[src/rtl/router_pkg.sv]
// Shared definitions for the router FIFO: default sizes, header length
// field position and the stored entry layout (header flag plus data byte).
package router_pkg;

  localparam int DEPTH_DEFAULT = 16;
  localparam int WIDTH_DEFAULT = 8;

  // Payload length lives in bits 7:2 of a header byte
  localparam int HDR_LEN_MSB = 7;
  localparam int HDR_LEN_LSB = 2;

  // Packet byte counter width matches the length field
  localparam int CNT_W = HDR_LEN_MSB - HDR_LEN_LSB + 1;

  // One stored entry: header flag in the top bit, data byte below
  typedef struct packed {
    logic                     hdr;
    logic [WIDTH_DEFAULT-1:0] data;
  } entry_t;

endpackage

[src/rtl/router_fifo.sv]
// Router output FIFO: stores bytes tagged with a header flag, presents them
// on a registered output, and tracks packet length so that pkt_end pulses
// alongside the final (parity) byte of each packet.
module router_fifo
  import router_pkg::*;
#(
  parameter int DEPTH = DEPTH_DEFAULT,
  parameter int WIDTH = WIDTH_DEFAULT
) (
  input  logic             clock,
  input  logic             reset,
  input  logic             soft_reset,
  input  logic             write_enb,
  input  logic             lfd_state,
  input  logic [WIDTH-1:0] data_in,
  input  logic             read_enb,
  output logic [WIDTH-1:0] data_out,
  output logic             full,
  output logic             empty,
  output logic             pkt_end
);

  localparam int AW    = $clog2(DEPTH);
  localparam int PTR_W = AW + 1;

  logic [PTR_W-1:0] wr_ptr_q, wr_ptr_d;
  logic [PTR_W-1:0] rd_ptr_q, rd_ptr_d;
  logic [WIDTH:0]   mem_q [DEPTH];
  logic [WIDTH-1:0] data_out_q, data_out_d;
  logic [CNT_W-1:0] cnt_q, cnt_d;
  logic             pkt_end_q, pkt_end_d;

  logic             flush;
  logic             wr_accept;
  logic             rd_accept;
  logic [WIDTH:0]   rd_entry;

  // Either reset source flushes the FIFO and overrides traffic that cycle
  assign flush     = reset | soft_reset;

  // Extra pointer MSB distinguishes a full ring from an empty one
  assign full      = (wr_ptr_q[AW] != rd_ptr_q[AW]) &&
                     (wr_ptr_q[AW-1:0] == rd_ptr_q[AW-1:0]);
  assign empty     = (wr_ptr_q == rd_ptr_q);

  assign wr_accept = write_enb && !full && !flush;
  assign rd_accept = read_enb && !empty && !flush;
  assign rd_entry  = mem_q[rd_ptr_q[AW-1:0]];

  assign data_out  = data_out_q;
  assign pkt_end   = pkt_end_q;

  // Next-state for pointers, output byte and packet length tracking
  always_comb begin
    wr_ptr_d   = wr_ptr_q;
    rd_ptr_d   = rd_ptr_q;
    data_out_d = data_out_q;
    cnt_d      = cnt_q;
    pkt_end_d  = 1'b0;
    if (wr_accept) begin
      wr_ptr_d = wr_ptr_q + PTR_W'(1);
    end
    if (rd_accept) begin
      rd_ptr_d   = rd_ptr_q + PTR_W'(1);
      data_out_d = rd_entry[WIDTH-1:0];
      if (rd_entry[WIDTH]) begin
        // A header always restarts the count, abandoning any unfinished packet
        cnt_d = rd_entry[HDR_LEN_MSB:HDR_LEN_LSB] + CNT_W'(1);
      end else if (cnt_q != '0) begin
        cnt_d     = cnt_q - CNT_W'(1);
        pkt_end_d = (cnt_q == CNT_W'(1));
      end
    end
  end

  // Register update with synchronous flush
  always_ff @(posedge clock) begin
    if (flush) begin
      wr_ptr_q   <= '0;
      rd_ptr_q   <= '0;
      data_out_q <= '0;
      cnt_q      <= '0;
      pkt_end_q  <= 1'b0;
    end else begin
      wr_ptr_q   <= wr_ptr_d;
      rd_ptr_q   <= rd_ptr_d;
      data_out_q <= data_out_d;
      cnt_q      <= cnt_d;
      pkt_end_q  <= pkt_end_d;
    end
  end

  // Storage array; contents are left alone on flush since pointers gate access
  always_ff @(posedge clock) begin
    if (wr_accept) begin
      mem_q[wr_ptr_q[AW-1:0]] <= {lfd_state, data_in};
    end
  end

endmodule

[config.mk]
export PLATFORM = sky130hd
export DESIGN_NAME = router_fifo
export DESIGN_NICKNAME = d
export VERILOG_FILES = /design/src/rtl/router_pkg.sv /design/src/rtl/router_fifo.sv
export SDC_FILE = /design/constraint.sdc
export NUM_CORES = 1
export LEC_CHECK = 0
export CORE_MARGIN = 2
export CORE_UTILIZATION = 45
export CTS_CLUSTER_DIAMETER = 200
export DETAILED_ROUTE_END_ITERATION = 7
export PLACE_DENSITY = 0.66
export SYNTH_ARGS = -nofsm -noshare
export SYNTH_HDL_FRONTEND = slang
export SYNTH_SLANG_ARGS = --single-unit
export TNS_END_PERCENT = 50
[constraint.sdc]
create_clock -name clock -period 3.05 [get_ports clock]
set_input_delay 0.915 -clock clock [delete_from_list [all_inputs] [get_ports clock]]
set_output_delay 0.915 -clock clock [all_outputs]
set_load 0.03 [all_outputs]
# [Word level (Yosys, flattened, before mapping)]
# Memory sizes are Yosys's and may differ from the RTL's. A register that Yosys moved wholly into a read port is not among the register bits.
# Cells that the tools add are included.
[totals] ff_bits=25 mem_bits_rw=144 inputBits=14 output_inout_bits=11 elab_cells=35 n_memories=1
[memory_table] memory="mem_q" words=16 word_bits=9 rd=1 rd_ports_with_merged_regs=1 write_ports=1 line_no="router_fifo.sv:28" rtl="logic [WIDTH:0] mem_q [DEPTH];"
[classes] n_addsub=4 n_eq_ne=4 muxes=6 n_bitwise=3 n_reduce_logical=12
[ops] op="$mux 6" count=2
[ops] op="$add 5x1->5 const B" count=2
[ops] op="$mux 4" count=2
[ops] op="$add 6x1->6 const B" count=1
[ops] op="$eq 6x1->1 const B" count=1
[ops] op="$reduce_bool 6->1" count=1
[ops] op="$sub 6x1->6 const B" count=1
[ops] op="$eq 5x5->1" count=1
[ops] op="$logic_and 1x1->1" count=5
[ops] op="$eq 4x4->1" count=1
[ops] op="$reduce_or 4->1" count=1
[ops] op="$logic_not 1->1" count=3
[ops] op="$mux 1" count=2
[ops] op="$not 1->1" count=2
[ops] op="$reduce_and 2->1" count=1
[ops] op="$reduce_bool 2->1" count=1
[ops] op="$ne 1x1->1" count=1
[ops] op="$or 1x1->1" count=1

# [Longest topological paths before layout]
# Gate-level depths: netlist of the first run.
[logic_depth] ltp_word=7 mapped_depth=11 mapped_depth_nobuf=10

# [Worst setup path before layout of the first run]
# No wires, ideal clock.
[synth_timing] path_kind="input-to-reg" from="input port soft_reset" to="memory mem_q[3][0] (netlist bit) (enable)" setup_time_ns=0.387 arrival_time_ns=2.241 setup_slack_ns=0.423 stages=5 cell_sequence="nor2_1 > nand2_1 > a21oi_1 > nand2_1 > nor3_1"
[synth_between] elab_chain_cells=5
[synth_lines] element="from (decl)" line_no="router_fifo.sv:12" rtl="input logic soft_reset,"
[synth_lines] element="$or 1x1->1" line_no="router_fifo.sv:39" rtl="assign flush = reset | soft_reset;"
[synth_lines] element="$logic_not 1->1" line_no="router_fifo.sv:46" rtl="assign wr_accept = write_enb && !full && !flush;"
[synth_lines] element="$logic_and 1x1->1" line_no="router_fifo.sv:46"
[synth_lines] element="$mux 1" line_no="router_fifo.sv:95" rtl="if (wr_accept) begin"
[synth_lines] element="$mux 1 (implied by the code)" line_no="router_fifo.sv:96" rtl="mem_q[wr_ptr_q[AW-1:0]] <= {lfd_state, data_in};"
[synth_lines] element="to (decl)" line_no="router_fifo.sv:28"
# Every way passes these cells.

# [Worst setup path in the final report of the first run]
[layout_timing] from="register wr_ptr_q[1]" to="output port full"
[layout_between] elab_chain_cells=2
[layout_lines] element="from (decl)" line_no="router_fifo.sv:26" rtl="logic [PTR_W-1:0] wr_ptr_q, wr_ptr_d;"
[layout_lines] element="from (signal assigned)" line_no="router_fifo.sv:85" rtl="wr_ptr_q <= wr_ptr_d;"
[layout_lines] element="$eq 4x4->1" line_no="router_fifo.sv:43" rtl="(wr_ptr_q[AW-1:0] == rd_ptr_q[AW-1:0]);"
[layout_lines] element="$logic_and 1x1->1" line_no="router_fifo.sv:42" rtl="assign full = (wr_ptr_q[AW] != rd_ptr_q[AW]) &&"
[layout_lines] element="to (decl)" line_no="router_fifo.sv:18" rtl="output logic full,"
# Every way passes these cells.

==> reports/qor.yml, run 1 <==
final_layout_size_suffix_gt1_share_pct: 20.0
clock_insertion_delay_worst_skew_ps: 420
power.leakage_nw: 2.70
ir_worst_vdd_mv: 0.756
cap_viol_max_count: 0
final_cells: 692
preCtsSetupSlack_ps: 245
slew-limit-headroom_pct: 57.0
critPathKind: "reg -> out"
grt_pass1_wl_um: 21700
flow.area_growth_from_synthesis_pct: 17.1
ant_nets: 0
worstHoldPathType: "reg -> reg"
cts.root.buffer_cell: "clkbuf_16"
max_frequency_ghz: 0.343
layout.nets: 490
cts_buffers: 17
final.fill_count: 1194
cts_sinks: 173
pin_count_of_the_biggest_net_entering_global_routing: 34
critPathRequiredTime_ps: 2130
timing.final.ws_setup_ps: 135
drt_iter0_markers: 282
route.detailed.wl_per_inst_um: 20.0
critical_path.max_fanout: 6
min_period_over_period_pct: 95.6
finalSetupViolations: 0
post-route-drc-count: 0
die_h_um: 129
initial_core_util_pct: 46.1
timing_hold_violations_final: 0
grt_pass1_vias: 3754
cts.reportedPaths.clkPinSlew_ps: 60
cts_max_path_buffers: 2
antenna_violations_before_repair: 0
yosys_register_bits: 173
cts.htree.levels: 4
slew_violations: 0
grt.overflow.total: 0
rsz0062_at_grt: "no"
synth_enable_flop_cells: 144
numPortBuffers: 24
num_rows: 45
gp_congestion: 0.837
syn_area_per_cell_sq_um: 17.2
die_width_um: 129
dp.final_hpwl_um: 9320
syn_nets: 431
synth_cell_type_count: 45
top_level_ports: 25
placed_cells_incl_taps: 660
cts_setup_buffers: 0
vias_per_cell: 5.38
cts.hold.buffers_added: 0
worst-slew-pin-transition_ps: 643
power.density_cell_area_mw_per_mm2: 578
async_flop_share_pct: 0
synthesis.area_sq_mm: 0.00704
synthesis.instances: 409
yosysSeqAreaShare_pct: 69.7
timing.critical_path.from_type: "register"
endpoint_type_of_the_worst_setup_path: "output pin"
num_antenna_cells: 0
post-route-min-period_ps: 2920
finalWirelength_um: 13800
worst_path_arrival_time_ps: 2000
floorplan.core_area_sq_mm: 0.0153
synthFlopType: "edfxtp_1"
totalNegativeSetupSlack_ps: 0
synth-warning-count: 0
drt-pass1-iter-count: 4
cts_tree: "yes"
route.vias.total: 3721
status: "complete, no violations"
clock-skew-final_ps: 14.6
floorplan_die_area_sq_mm: 0.0167
grtUsageTotal_pct: 18.1
-- cell type report --
cell class | instances | area (sq um) | share of cell area (%)
timing repair buffer | 58 | 518 | 6.28
multi-input combinational | 211 | 1980 | 24.0
tap | 211 | 264 | 3.20
inverter | 7 | 26.3 | 0.319
clock buffer | 21 | 440 | 5.34
sequential | 173 | 4910 | 59.5
clock inverter | 11 | 118 | 1.43
-- stage by stage --
step | total power [mW] | utilization [%] | hold WS (ps) | cell area [sq um]
floorplan | 2.71 | - | 491 | 7040
global placement | 2.78 | 50.4 | 443 | 7690
detailed placement | 2.78 | 50.4 | 448 | 7690
CTS | 4.80 | 54.1 | 456 | 8250
global route | 4.93 | 54.1 | 484 | 8250
finish | 4.77 | 54.1 | 453 | 8250
-- cell usage in the layout, fill, tap and decap left out, types with 4 or more instances in the layout --
cell type and count:
edfxtp_1 144, nand2_1 38, buf_4 32, nor2_1 31, dfxtp_1 28, mux4_2 24
clkdlybuf4s50_1 22, clkbuf_16 17, mux4_1 15, a21oi_1 13, xor2_1 10, a22oi_1 8
xnor2_1 8, ha_1 8, nand3_1 7, inv_1 6, nor3_1 5, clkbuf_1 4
clkinvlp_4 4
-- what timing repair did --
action                                  in CTS  in global routing
endpoints found under the setup margin       2                  0
gates resized for setup                      2                  0
endpoints found under the hold margin        0                  0
-- cell families after synthesis --
| logic type | share of synthesized area [%] |
|---|---|
| compound gates | 4.39 |
| xor+xnor | 2.24 |
| fa+ha+maj | 1.42 |
| buf+inv | 2.27 |
| flops | 69.7 |
| mux | 13.9 |
| simple gates | 6.11 |
-- power by group --
group / total, mW / leakage [nW] / internal (mW) / switching [mW]
combinational: 0.156 / 0.912 / 0.0639 / 0.0926
clock: 2.04 / 0.261 / 1.20 / 0.838
sequential: 2.57 / 1.53 / 2.57 / 0.00660
-- state kept, by name (all words and copies together) (netlist names), named ones only --
signal,count
cnt_q,6
data_out,8
mem_q,144
pkt_end,1
rd_ptr_q,5
wr_ptr_q,5
-- cell usage after synthesis, types with 2 or more instances --
library cell	count	area share, %
and2_1	2	0.18
mux4_1	15	5.6
nand4_1	3	0.27
nand2_1	38	2.0
nor4_1	3	0.27
nor2b_1	2	0.18
clkbuf_1	4	0.21
inv_1	6	0.32
a21oi_1	13	0.92
a21oi_2	2	0.25
mux2i_1	3	0.43
o21a_1	3	0.32
o22ai_1	2	0.18
nor2_1	31	1.7
nand3_1	7	0.50
buf_6	3	0.48
xnor2_1	8	1.0
o21ai_0	3	0.21
dfxtp_1	29	8.2
mux4_2	24	7.7
a22oi_2	3	0.53
edfxtp_1	144	61
ha_1	8	1.4
xor2_1	10	1.2
buf_2	9	0.64
nand2b_1	3	0.27
a22oi_1	8	0.85
buf_12	2	0.57
nor3_1	5	0.36
-- worst max-delay path, stage by stage (launching register included) --
cell and delay [ps]:
dfxtp_1 440, xor2_1 100, nor4_1 290, buf_4 180, nand2_1 100, inv_1 70
dlygate4sd2_1 390
-- path summary, 6_finish.rpt --
| path | startpoint | to | slack, ps | depth (start not counted) |
|---|---|---|---|---|
| worst max-delay path | wr_ptr_q[1]$_SDFFE_PP0P_ | full | 130 | 6 |
| worst min-delay path | data_out[1]$_SDFFE_PP0N_ | data_out[1]$_SDFFE_PP0N_ | 450 | 2 |
| worst max register to register | register | cnt_q[2]$_SDFFE_PP0P_ | 390 | 9 |
| worst min register to register | data_out[1]$_SDFFE_PP0N_ | data_out[1]$_SDFFE_PP0N_ | 450 | 2 |
-- per-layer routing --
| metal | up-vias | global-route usage (%) | part of all wire (%) |
|---|---|---|---|
| li1 | 1731 | - | - |
| met1 | 1875 | 24.7 | 44 |
| met2 | 99 | 28.7 | 48 |
| met3 | 16 | 4.58 | 5.5 |
| met4 | 0 | 6.59 | 1.8 |
| met5 | - | 0 | 0 |
Note: power is estimated with default switching activity, not from simulation.
==> inputs of run 2 (changes only) <==
--- a/config.mk
+++ b/config.mk
@@ -5,11 +5,13 @@
 export SDC_FILE = /design/constraint.sdc
 export NUM_CORES = 1
 export LEC_CHECK = 0
+export CORE_ASPECT_RATIO = 1.25
 export CORE_MARGIN = 2
-export CORE_UTILIZATION = 45
+export CORE_UTILIZATION = 33
+export CTS_BUF_LIST = sky130_fd_sc_hd__clkbuf_16
 export CTS_CLUSTER_DIAMETER = 200
 export DETAILED_ROUTE_END_ITERATION = 7
-export PLACE_DENSITY = 0.66
+export PLACE_DENSITY = 0.52
 export SYNTH_ARGS = -nofsm -noshare
 export SYNTH_HDL_FRONTEND = slang
 export SYNTH_SLANG_ARGS = --single-unit
==> reports/qor.yml, run 2 (synthesis gave the netlist of run 1 again) <==
min_period_over_period_pct: 94.1  # -1.5 points
layout_common_cells: "edfxtp_1, nand2_1, buf_4"
cts_setup_buffers: 0  # unchanged
drt_iter0_markers: 262  # -7.1%
power.leakage_nw: 2.72  # +0.63%
gp_congestion: 0.756  # -9.6%
totalNegativeSetupSlack_ps: 0  # unchanged
layout.core_utilization_pct: 39.9  # -14 points
ir_worst_vdd_mv: 0.308  # -59%
die_width_um: 135  # +4.3%
final_layout_size_suffix_gt1_share_pct: 20.6  # +0.62 points
critical_path.max_fanout: 6  # unchanged
pin_count_of_the_biggest_net_entering_global_routing: 25  # -26%
post-route-drc-count: 0  # unchanged
antenna_violations_before_repair: 0  # unchanged
worstHoldPathType: "reg -> reg"
slew-limit-headroom_pct: 56.3  # -0.66 points
grtUsageTotal_pct: 13.8  # -4.3 points
status: "complete, no violations"
vias_per_cell: 4.97  # -7.5%
power.density_cell_area_mw_per_mm2: 579  # +0.15%
critPathKind: "reg -> out"
floorplan_die_area_sq_mm: 0.0225  # +35%
cap_viol_max_count: 0  # unchanged
largest_register_ff_count: 144  # unchanged
rsz0062_at_grt: "no"
timing_hold_violations_final: 0  # unchanged
clock-skew-final_ps: 9.86  # -4.76 ps
cts.htree.levels: 4  # unchanged
cts.root.buffer_cell: "clkbuf_16"
flow.area_growth_from_synthesis_pct: 18.4
cts_sinks: 173  # unchanged
cts_tree: "yes"
post-route-min-period_ps: 2870  # -45.1 ps
clock_insertion_delay_worst_skew_ps: 430  # about the same
endpoint_type_of_the_worst_setup_path: "output pin"
critPathRequiredTime_ps: 2130  # about the same
num_antenna_cells: 0  # unchanged
timing.critical_path.from_type: "register"
grt.overflow.total: 0  # unchanged
grt_pass1_vias: 3919  # +4.4%
grt_pass1_wl_um: 22700  # +4.4%
floorplan.core_area_sq_mm: 0.0209  # +37%
cts_buffers: 17  # unchanged
final.fill_count: 1897  # +59%
slew_violations: 0  # unchanged
ant_nets: 0  # unchanged
route.vias.total: 3756  # +0.94%
worst-slew-pin-transition_ps: 653  # +9.89 ps
top_level_ports: 25  # unchanged
route.detailed.wl_per_inst_um: 19.4  # -3.1%
layout.cells.most_common: "edfxtp_1"
max_frequency_ghz: 0.348  # +1.6%
num_rows: 59  # +31%
cts_max_path_buffers: 2  # unchanged
cts.reportedPaths.clkPinSlew_ps: 60  # about the same
worst_path_arrival_time_ps: 1960  # -40 ps
die_h_um: 167  # +30%
layout.nets: 490  # unchanged
finalSetupViolations: 0  # unchanged
initial_core_util_pct: 33.7  # -12 points
post_cts.resized_instances: 2  # unchanged
cts.hold.buffers_added: 0  # unchanged
finalWirelength_um: 14600  # +5.7%
drt-pass1-iter-count: 4  # unchanged
dp.final_hpwl_um: 10100  # +8.5%
numPortBuffers: 24  # unchanged
-- run 2: worst paths after layout --
path,slack [ps],start,cells past startpoint,to
max,180,wr_ptr_q[1]$_SDFFE_PP0P_,5,empty
min,460,data_out[3]$_SDFFE_PP0N_,2,data_out[3]$_SDFFE_PP0N_
max reg2reg,420,register,9,cnt_q[2]$_SDFFE_PP0P_
min reg2reg,460,data_out[3]$_SDFFE_PP0N_,2,data_out[3]$_SDFFE_PP0N_
-- run 2: where the power goes --
part	total (mW)	switching [mW]	internal, mW
clock	2.10	0.893	1.20
combinational	0.160	0.0965	0.0632
sequential	2.57	0.00706	2.56
total	4.83	0.996	3.83
-- run 2: metrics by stage --
stage | std cells | hold slack, ps | power, mW | area [sq um] | worst slack (ps)
after floorplan | 409 | 491 | 2.71 | 7040 | 423
after global placement | 723 | 449 | 2.78 | 7770 | 198
after detailed placement | 723 | 452 | 2.79 | 7770 | 225
after CTS | 755 | 461 | 4.87 | 8340 | 133
after global routing | 755 | 477 | 4.99 | 8340 | 3.18
final | 755 | 457 | 4.83 | 8340 | 180
-- run 2: critical path: stages (launching register included) --
cell	delay, ps
dfxtp_1	460
xor2_1	100
nor4_1	300
buf_4	170
and2_1	140
clkdlybuf4s15_1	370
-- run 2: routing by layer --
layer / GRT usage [%] / routed length (um) / vias to the layer above
met1: 17.2 / 6380 / 1916
li1: - / - / 1727
met2: 23.2 / 7420 / 93
met5: 0 / 0 / -
met4: 4.90 / 297 / 0
met3: 3.63 / 514 / 20
-- run 2: final cells by class --
class	instances	area, sq um	share of cell area [%]
multi-input cells	211	1980	23.7
clock inverters	15	148	1.77
repair buffers	58	515	6.18
well taps	274	343	4.11
clock buffers	17	425	5.10
inverters	7	26.3	0.315
flip-flops and latches	173	4910	58.8
